===== src/rtl/pixel_pio_receiver_if.sv =====
// Bundles the HPS pixel PIO handshake and the frame-buffer write port.
// The receiver uses the slave view and the HPS/frame-buffer side uses the master view.
interface pixel_pio_receiver_if #(
    parameter int ADDR_W  = 19,
    parameter int OUT_BPC = 8
);
    logic [23:0]          pio_data;
    logic [3:0]           pio_status_w;
    logic [15:0]          pio_row;
    logic [3:0]           pio_status_r;
    logic [ADDR_W-1:0]    fb_addr;
    logic [3*OUT_BPC-1:0] fb_wdata;
    logic                 fb_we;
    logic                 fb_ready;
    logic                 frame_valid;

    modport master (
        output pio_data, pio_status_w, fb_ready,
        input  pio_row, pio_status_r, fb_addr, fb_wdata, fb_we, frame_valid
    );

    modport slave (
        input  pio_data, pio_status_w, fb_ready,
        output pio_row, pio_status_r, fb_addr, fb_wdata, fb_we, frame_valid
    );
endinterface


===== src/rtl/pixel_pio_receiver.sv =====
// Receives toggle-handshaked RGB pixels from the HPS PIOs and writes them
// row-major into the frame buffer, reporting row and handshake status back.
//
// state   | meaning
// --------+--------------------------------------------------------------
// S_IDLE  | no frame active; toggles ignored until SOF
// S_RECV  | waiting for the data toggle to differ from the last one seen
// S_WRITE | fb_we high, holding addr/data until fb_ready
// S_DONE  | last pixel of the frame written; toggles ignored until SOF
module pixel_pio_receiver #(
    parameter int H_RES   = 640,
    parameter int V_RES   = 480,
    parameter int ADDR_W  = 19,
    parameter int OUT_BPC = 8
) (
    input logic                 i_clk_clk,
    input logic                 i_reset_reset,
    pixel_pio_receiver_if.slave io_bus
);
    localparam int XW = (H_RES > 1) ? $clog2(H_RES) : 1;
    localparam int YW = (V_RES > 1) ? $clog2(V_RES) : 1;
    localparam int DW = 3 * OUT_BPC;

    typedef enum logic [1:0] {S_IDLE, S_RECV, S_WRITE, S_DONE} state_t;

    state_t            r_state;
    state_t            w_state_nxt;
    logic [1:0]        r_rst_sync;
    logic              w_rst;
    logic [DW-1:0]     r_d_q;
    logic [2:0]        r_s_q;
    logic              r_sof_prev;
    logic [XW-1:0]     r_x;
    logic [YW-1:0]     r_y;
    logic [ADDR_W-1:0] r_addr;
    logic [DW-1:0]     r_wdata;
    logic              r_tog_seen;
    logic              r_ack;
    logic              r_frame_done;
    logic              r_overrun;
    logic              r_frame_valid;
    logic              w_abort;
    logic              w_sof;
    logic              w_tog_diff;
    logic              w_x_last;
    logic              w_y_last;
    logic              w_busy;

    // Reset asserts immediately but releases on a clock edge.
    always_ff @(posedge i_clk_clk or posedge i_reset_reset) begin
        if (i_reset_reset) begin
            r_rst_sync <= 2'b11;
        end else begin
            r_rst_sync <= {r_rst_sync[0], 1'b0};
        end
    end

    assign w_rst      = r_rst_sync[1];
    assign w_abort    = r_s_q[2];
    assign w_sof      = r_s_q[1] & ~r_sof_prev;
    assign w_tog_diff = r_s_q[0] != r_tog_seen;
    assign w_x_last   = r_x == XW'(H_RES - 1);
    assign w_y_last   = r_y == YW'(V_RES - 1);
    assign w_busy     = r_state == S_WRITE;

    always_ff @(posedge i_clk_clk or posedge w_rst) begin
        if (w_rst) begin
            r_state <= S_IDLE;
        end else begin
            r_state <= w_state_nxt;
        end
    end

    always_comb begin
        w_state_nxt = r_state;
        if (w_abort) begin
            w_state_nxt = S_IDLE;
        end else if (w_sof) begin
            w_state_nxt = S_RECV;
        end else begin
            case (r_state)
                S_RECV:  if (w_tog_diff) w_state_nxt = S_WRITE;
                S_WRITE: if (io_bus.fb_ready) w_state_nxt = (w_x_last && w_y_last) ? S_DONE : S_RECV;
                default: w_state_nxt = r_state;
            endcase
        end
    end

    always_ff @(posedge i_clk_clk or posedge w_rst) begin
        if (w_rst) begin
            r_d_q         <= '0;
            r_s_q         <= '0;
            r_sof_prev    <= 1'b0;
            r_x           <= '0;
            r_y           <= '0;
            r_addr        <= '0;
            r_wdata       <= '0;
            r_tog_seen    <= 1'b0;
            r_ack         <= 1'b0;
            r_frame_done  <= 1'b0;
            r_overrun     <= 1'b0;
            r_frame_valid <= 1'b0;
        end else begin
            // Only the kept MSBs of each channel are ever needed downstream.
            r_d_q         <= {io_bus.pio_data[23 -: OUT_BPC],
                              io_bus.pio_data[15 -: OUT_BPC],
                              io_bus.pio_data[7 -: OUT_BPC]};
            r_s_q         <= io_bus.pio_status_w[2:0];
            r_sof_prev    <= r_s_q[1];
            r_frame_valid <= 1'b0;
            if (w_abort) begin
                r_x    <= '0;
                r_y    <= '0;
                r_addr <= '0;
            end else if (w_sof) begin
                r_x          <= '0;
                r_y          <= '0;
                r_addr       <= '0;
                r_tog_seen   <= r_s_q[0];
                r_ack        <= r_s_q[0];
                r_frame_done <= 1'b0;
                r_overrun    <= 1'b0;
            end else begin
                case (r_state)
                    S_RECV: begin
                        if (w_tog_diff) begin
                            r_wdata    <= r_d_q;
                            r_tog_seen <= r_s_q[0];
                        end
                    end
                    S_WRITE: begin
                        if (w_tog_diff) r_overrun <= 1'b1;
                        if (io_bus.fb_ready) begin
                            r_ack <= r_tog_seen;
                            if (w_x_last) begin
                                r_x <= '0;
                                if (w_y_last) begin
                                    r_y           <= '0;
                                    r_addr        <= '0;
                                    r_frame_done  <= 1'b1;
                                    r_frame_valid <= 1'b1;
                                end else begin
                                    r_y    <= r_y + YW'(1);
                                    r_addr <= r_addr + ADDR_W'(1);
                                end
                            end else begin
                                r_x    <= r_x + XW'(1);
                                r_addr <= r_addr + ADDR_W'(1);
                            end
                        end
                    end
                    default: ;
                endcase
            end
        end
    end

    assign io_bus.pio_row      = 16'(r_y);
    assign io_bus.pio_status_r = {r_overrun, r_frame_done, w_busy, r_ack};
    assign io_bus.fb_addr      = r_addr;
    assign io_bus.fb_wdata     = r_wdata;
    assign io_bus.fb_we        = w_busy;
    assign io_bus.frame_valid  = r_frame_valid;
endmodule


===== src/flat_wrapper.sv =====
// flat-port wrapper written by rule: the top's interface ports become plain ports
module pixel_pio_receiver_flat 
#(
    parameter int H_RES   = 640,
    parameter int V_RES   = 480,
    parameter int ADDR_W  = 19,
    parameter int OUT_BPC = 8
)
  (i_clk_clk, i_reset_reset, io_bus_pio_data, io_bus_pio_status_w, io_bus_fb_ready, io_bus_pio_row, io_bus_pio_status_r, io_bus_fb_addr, io_bus_fb_wdata, io_bus_fb_we, io_bus_frame_valid);
  pixel_pio_receiver_if #(.ADDR_W(ADDR_W), .OUT_BPC(OUT_BPC)) io_bus_i ();
  input logic i_clk_clk;
  input logic i_reset_reset;
  input wire logic [$bits(io_bus_i.pio_data)-1:0] io_bus_pio_data;
  input wire logic [$bits(io_bus_i.pio_status_w)-1:0] io_bus_pio_status_w;
  input wire logic [$bits(io_bus_i.fb_ready)-1:0] io_bus_fb_ready;
  output wire logic [$bits(io_bus_i.pio_row)-1:0] io_bus_pio_row;
  output wire logic [$bits(io_bus_i.pio_status_r)-1:0] io_bus_pio_status_r;
  output wire logic [$bits(io_bus_i.fb_addr)-1:0] io_bus_fb_addr;
  output wire logic [$bits(io_bus_i.fb_wdata)-1:0] io_bus_fb_wdata;
  output wire logic [$bits(io_bus_i.fb_we)-1:0] io_bus_fb_we;
  output wire logic [$bits(io_bus_i.frame_valid)-1:0] io_bus_frame_valid;
  assign io_bus_i.pio_data = io_bus_pio_data;
  assign io_bus_i.pio_status_w = io_bus_pio_status_w;
  assign io_bus_i.fb_ready = io_bus_fb_ready;
  assign io_bus_pio_row = io_bus_i.pio_row;
  assign io_bus_pio_status_r = io_bus_i.pio_status_r;
  assign io_bus_fb_addr = io_bus_i.fb_addr;
  assign io_bus_fb_wdata = io_bus_i.fb_wdata;
  assign io_bus_fb_we = io_bus_i.fb_we;
  assign io_bus_frame_valid = io_bus_i.frame_valid;
  pixel_pio_receiver #(.H_RES(H_RES), .V_RES(V_RES), .ADDR_W(ADDR_W), .OUT_BPC(OUT_BPC)) u_core (.i_clk_clk(i_clk_clk), .i_reset_reset(i_reset_reset), .io_bus(io_bus_i));
endmodule

===== config.mk =====
export PLATFORM = sky130hd
export DESIGN_NAME = pixel_pio_receiver_flat
export DESIGN_NICKNAME = d
export VERILOG_FILES = /design/src/rtl/pixel_pio_receiver_if.sv /design/src/rtl/pixel_pio_receiver.sv /design/src/flat_wrapper.sv
export SDC_FILE = /design/constraint.sdc
export NUM_CORES = 1
export LEC_CHECK = 0
export CAP_MARGIN = 5
export CORE_MARGIN = 2
export CORE_UTILIZATION = 45
export DETAILED_ROUTE_END_ITERATION = 12
export PLACE_DENSITY = 0.81
export SYNTH_ARGS = -nofsm -noshare
export SYNTH_HDL_FRONTEND = slang
export SYNTH_SLANG_ARGS = --single-unit

===== constraint.sdc =====
create_clock -name i_clk_clk -period 2.9 [get_ports i_clk_clk]
set_input_delay 0.58 -clock i_clk_clk [delete_from_list [all_inputs] [get_ports i_clk_clk]]
set_output_delay 0.58 -clock i_clk_clk [all_outputs]
set_load 0.01 [all_outputs]

---- Yosys cells after proc, flatten, opt, wreduce, memory -nomap -nowiden ----
Cells that the tools add are included.
operators by class
  add/sub/neg operators ................... 3
  equal/unequal tests ..................... 7
  muxes and demuxes ....................... 43
  bitwise operators ....................... 4
  reduce and logical (&&, ||, !) cells .... 19
operators by type and width
  cell                     number
  $mux W19                 6
  $mux W9                  6
  $mux W10                 5
  $mux W1                  20
  $add A19 B1 Y19 const B  1
  $reduce_and A3 Y1        5
  $reduce_bool A2 Y1       6
  $add A10 B1 Y10 const B  1
  $eq A10 B10 Y1 const B   1
  $mux W2                  5
  $add A9 B1 Y9 const B    1
  $eq A9 B9 Y1 const B     1
  $reduce_bool A3 Y1       3
  $reduce_and A5 Y1        1
  $ne A4 B1 Y1 const B     1
  $ne A4 B2 Y1 const B     1
  $pmux W2 S2              1
  $reduce_and A4 Y1        1
  $reduce_bool A4 Y1       1
  $not A1 Y1               3
  $eq A2 B1 Y1 const B     1
  $eq A2 B2 Y1 const B     1
  $reduce_and A2 Y1        1
  $and A1 B1 Y1            1
  2 further kinds          2
word-level totals
  flip-flop bits (word level) ............. 99
  bits of input ports ..................... 31
  output and inout port bits .............. 65
  logic and storage cells ................. 90

---- Longest topological paths before layout ----
  depth after elaboration ................. 7
  mapped depth ............................ 7
  depth with buffers taken out ............ 5

---- Worst setup path before layout ----
OpenSTA, ideal clock, no wires.
  kind .................................... register -> register
  from .................................... register u_core.r_y[0]
  to ...................................... register u_core.r_addr[16] (netlist: u_core.io_bus.fb_addr[16])
  setup time .............................. 126 ps
  arrival ................................. 1,784 ps
  required time ........................... 2,774 ps
  slack ................................... 990 ps
  stages on the path, launching flop included .. 7
  buffers on the path ..................... 1
  period minus slack after synthesis ...... 1,910 ps
  cell sequence ........................... dfrtp_1 -> ha_1 -> and4_1 -> nand4_2 -> or2_2 -> clkbuf_1 -> a221o_1
on the way
  longest elaborated chain between the ends .. 7
RTL lines
  item                    RTL line                   RTL
  from (decl)             pixel_pio_receiver.sv:34   logic [YW-1:0] r_y;
  from (signal assigned)  pixel_pio_receiver.sv:143  r_y <= r_y + YW'(1);
  $eq A9 B9 Y1            pixel_pio_receiver.sv:63   assign w_y_last = r_y == YW'(V_RES - 1);
  $mux W19                pixel_pio_receiver.sv:137  if (w_y_last) begin
  $mux W19                pixel_pio_receiver.sv:135  if (w_x_last) begin
  $mux W19                pixel_pio_receiver.sv:133  if (io_bus.fb_ready) begin
  $mux W19                pixel_pio_receiver.sv:124  case (r_state)
  $mux W19                pixel_pio_receiver.sv:115  end else if (w_sof) begin
  $mux W19                pixel_pio_receiver.sv:111  if (w_abort) begin
  to (signal assigned)    pixel_pio_receiver.sv:144  r_addr <= r_addr + ADDR_W'(1);
  to (signal assigned)    pixel_pio_receiver.sv:148  r_addr <= r_addr + ADDR_W'(1);
  to (decl)               pixel_pio_receiver.sv:35   logic [ADDR_W-1:0] r_addr;
Every way passes these cells. The select of a mux whose other input is x is not followed.
A chain may end at the register's enable or synchronous reset.

---- Worst setup path after layout ----
  from .................................... input port io_bus_fb_ready
  to ...................................... register u_core.r_y[3]
on the way
  longest elaborated chain between the ends .. 2
RTL lines
  item                                 RTL line            RTL
  from (decl)                          flat_wrapper.sv:15  input wire logic [$bits(io_bus_i.fb_ready)-1:0] io_bus_fb_ready;
  $reduce_bool A3 Y1 (no source line)  n/a
  $reduce_and A3 Y1 (no source line)   n/a
Every way passes these cells.

==> reports/summary.txt <==
Total GRT Usage -> 18.4%
PwrDens -> 627 nW/um^2
CTS max path bufs -> 2
clk_lat worst skew -> 0.37 ns
max_cap viols -> 0
drt first pass iters -> 4
Worst setup SP type -> input port
pin count of the biggest net entering global routing -> 38
Tightest Hold Check Type -> reg2async
HPWL after DPL -> 6.26 mm
P&R area growth vs syn -> 26.9%
initial core utilization -> 45.9%
Seq/Total Area, Yosys -> 59.3%
Final nets -> 475
total clock sinks -> 99
Non-Filler Instances -> 557
total gr overflow -> 0
Layout fillers -> 734
Post-CTS Setup Repair Bufs -> 0
Async SR Flop Fraction -> 100%
most common cell after layout, fill and taps aside -> dfrtp_1
synth warn -> 0
most frequent cells in the layout -> dfrtp_1 (97), clkdlybuf4s50_1 (87), mux2_2 (27)
r2r setup slk -> 0.70 ns
Final ANT Viol Nets -> 0
critical path type -> in2reg
Tmin final -> 2.40 ns
Reg-to-Reg End -> u_core.r_y[3]$_DFFE_PP0P_
DIE WIDTH -> 100 um
final setup fails -> 0
DRC -> 0
Hold Vio Cnt, Final -> 0
Most used DFF post-synth -> dfrtp_1
synth unique cells -> 50
Slew headroom -> 26.3%
launching point of the worst reg2reg path -> u_core.r_state[1]$_DFFE_PP0P_
utilization after layout -> 58.2%
H-tree Lvls -> 3
total core area -> 9110 um^2
Post-CTS Hold Buffers -> 0
cells on worst reg2reg path -> 4
DR iter-0 viols -> 198
P_int -> 2.39 mW
IR drop worst, VDD -> 0.403 mV
cell row count -> 35
WL per Instance -> 15.8 um
initial antenna violation count -> 0
Slew Viols, Final -> 0
status -> finished, final reports clean
number of global-route vias before repair -> 3072
Die Ht -> 100 um
Clk network pwr share -> 26.0%
n_diodes -> 0
Post-synth EDFFs -> 0
setup repair after global routing missed its margin -> false
clk slew on worst S/H paths -> 0.10 ns
final WL -> 8.83 mm
vias per cell -> 5.59
Crit. End Element -> flop
period utilisation layout -> 82.7%
FF/Latch Area -> 2480 um^2
post_cts resized -> 0
syn_area_per_cell -> 11.8 um^2
die area -> 10100 um^2
leakage power -> 2.18 nW
# port buffers -> 87
Post-Synthesis Cells -> 354
Psw -> 934 uW
Gate power share -> 23.1%
clk root buf -> clkbuf_8
Fmax -> 0.417 GHz
Tightest Pin Transition -> 1.10 ns
#FFs+latches synth -> 99
Ports -> 96
sequential power share -> 50.9%
first-pass GRT wire length -> 14.5 mm
area of the multi-input gates -> 1530 um^2
Sw Ratio -> 28.1%
Cells after DPL -> 541
vias -> 3116
final RePlAce weighted congestion -> 0.791
Tot Pwr -> 3.33 mW
critical path data required time -> 3.19 ns
setup_tns -> 0 ns
peak fanout along the critical path -> 13
synthesized area -> 4180 um^2
CTS tree -> built
share of layout cells above drive strength 1 -> 13.5%
CTS buffer count -> 9
Worst Clk Skew -> 0.0105 ns
worst endpoint data arrival time -> 2.69 ns
-- metal layers --
metal	global-route usage (%)	vias to the layer above	wire length [um]
met2	28.7	121	4210
met4	6.11	0	112
met1	23.5	1549	3680
met3	7.73	11	827
met5	0	-	0
li1	-	1435	-
-- per-stage QoR --
step / hold WS [ns] / setup WS (ns) / cell area [um^2]
6_report: 0.329 / 0.502 / 5300
5_1_grt: 0.369 / 0.382 / 5300
4_1_cts: 0.358 / 0.556 / 5300
3_5_place_dp: 0.345 / 0.170 / 5110
3_3_place_gp: 0.331 / 0.226 / 5110
2_1_floorplan: 0.345 / 0.0293 / 4210
-- how the worst max path moves through the flow --
stage                                         startpoint                                   end  cells after the start
after global routing                     io_bus_fb_ready             u_core.r_y[6]$_DFFE_PP0P_                      5
after detailed placement                 io_bus_fb_ready             u_core.r_y[3]$_DFFE_PP0P_                      5
final                                    io_bus_fb_ready             u_core.r_y[3]$_DFFE_PP0P_                      5
after global placement                   io_bus_fb_ready             u_core.r_y[3]$_DFFE_PP0P_                      5
after CTS                                io_bus_fb_ready             u_core.r_y[3]$_DFFE_PP0P_                      5
after floorplan           u_core.r_rst_sync[1]$_DFF_PP1_  u_core.io_bus.fb_addr[0]$_DFFE_PP0P_                      1
-- power by group through the flow --
stage | sequential, mW | combinational [mW] | clock [mW]
after floorplan | 1.79 | 0.244 | 0
after global placement | 1.71 | 0.760 | 0
after detailed placement | 1.72 | 0.777 | 0
after CTS | 1.70 | 0.783 | 0.885
after global routing | 1.72 | 0.827 | 0.949
final | 1.69 | 0.770 | 0.865
-- critical path, stage by stage --
cell             delay [ns]
clkdlybuf4s50_1        0.46
and3b_1                0.35
nor3_1                 0.90
nor3_1                 0.18
nor3_1                 0.23
-- layout make-up --
cell class	instances	area share, %
tap	111	2.62
timing repair buffer	94	17.4
inverter	12	0.873
multi-input combinational	225	28.8
clock inverter	7	1.23
clock buffer	9	2.34
sequential	99	46.8
-- registers in the layout, indices dropped and copies added, names as in the netlist --
register and count:
u_core.io_bus.fb_wdata 24, u_core.r_d_q 24, u_core.io_bus.fb_addr 19, u_core.r_x 10, u_core.r_y 9, u_core.r_s_q 3
u_core.r_rst_sync 2, u_core.r_state 2, u_core.io_bus.frame_valid 1, u_core.r_ack 1, u_core.r_frame_done 1, u_core.r_overrun 1
u_core.r_sof_prev 1, u_core.r_tog_seen 1
-- logic make-up after synthesis --
family	after synthesis	synth area share (%)
multiplexers	27	7.28
AO/OA/AOI/OAI	71	11.3
AND/OR/NAND/NOR	105	14.0
XOR/XNOR	11	2.31
adder cells (fa/ha/maj)	3	0.898
other	1	0.0897
flip-flops	99	59.3
buffers and inverters	37	4.82
-- cell usage after synthesis, types with 7 or more instances --
master | count | area [um^2]
o31ai_1 | 12 | 90.1
nand2_1 | 18 | 67.6
inv_1 | 11 | 41.3
o21ai_0 | 11 | 55.1
mux2_2 | 27 | 304
or4_1 | 8 | 60.1
clkbuf_1 | 7 | 26.3
xor2_1 | 8 | 70.1
or3_1 | 9 | 56.3
nor2_1 | 17 | 63.8
a21oi_1 | 24 | 120
dfrtp_1 | 97 | 2430
nand3_1 | 18 | 90.1
buf_4 | 11 | 82.6
Note: power is estimated with default switching activity, not from simulation.
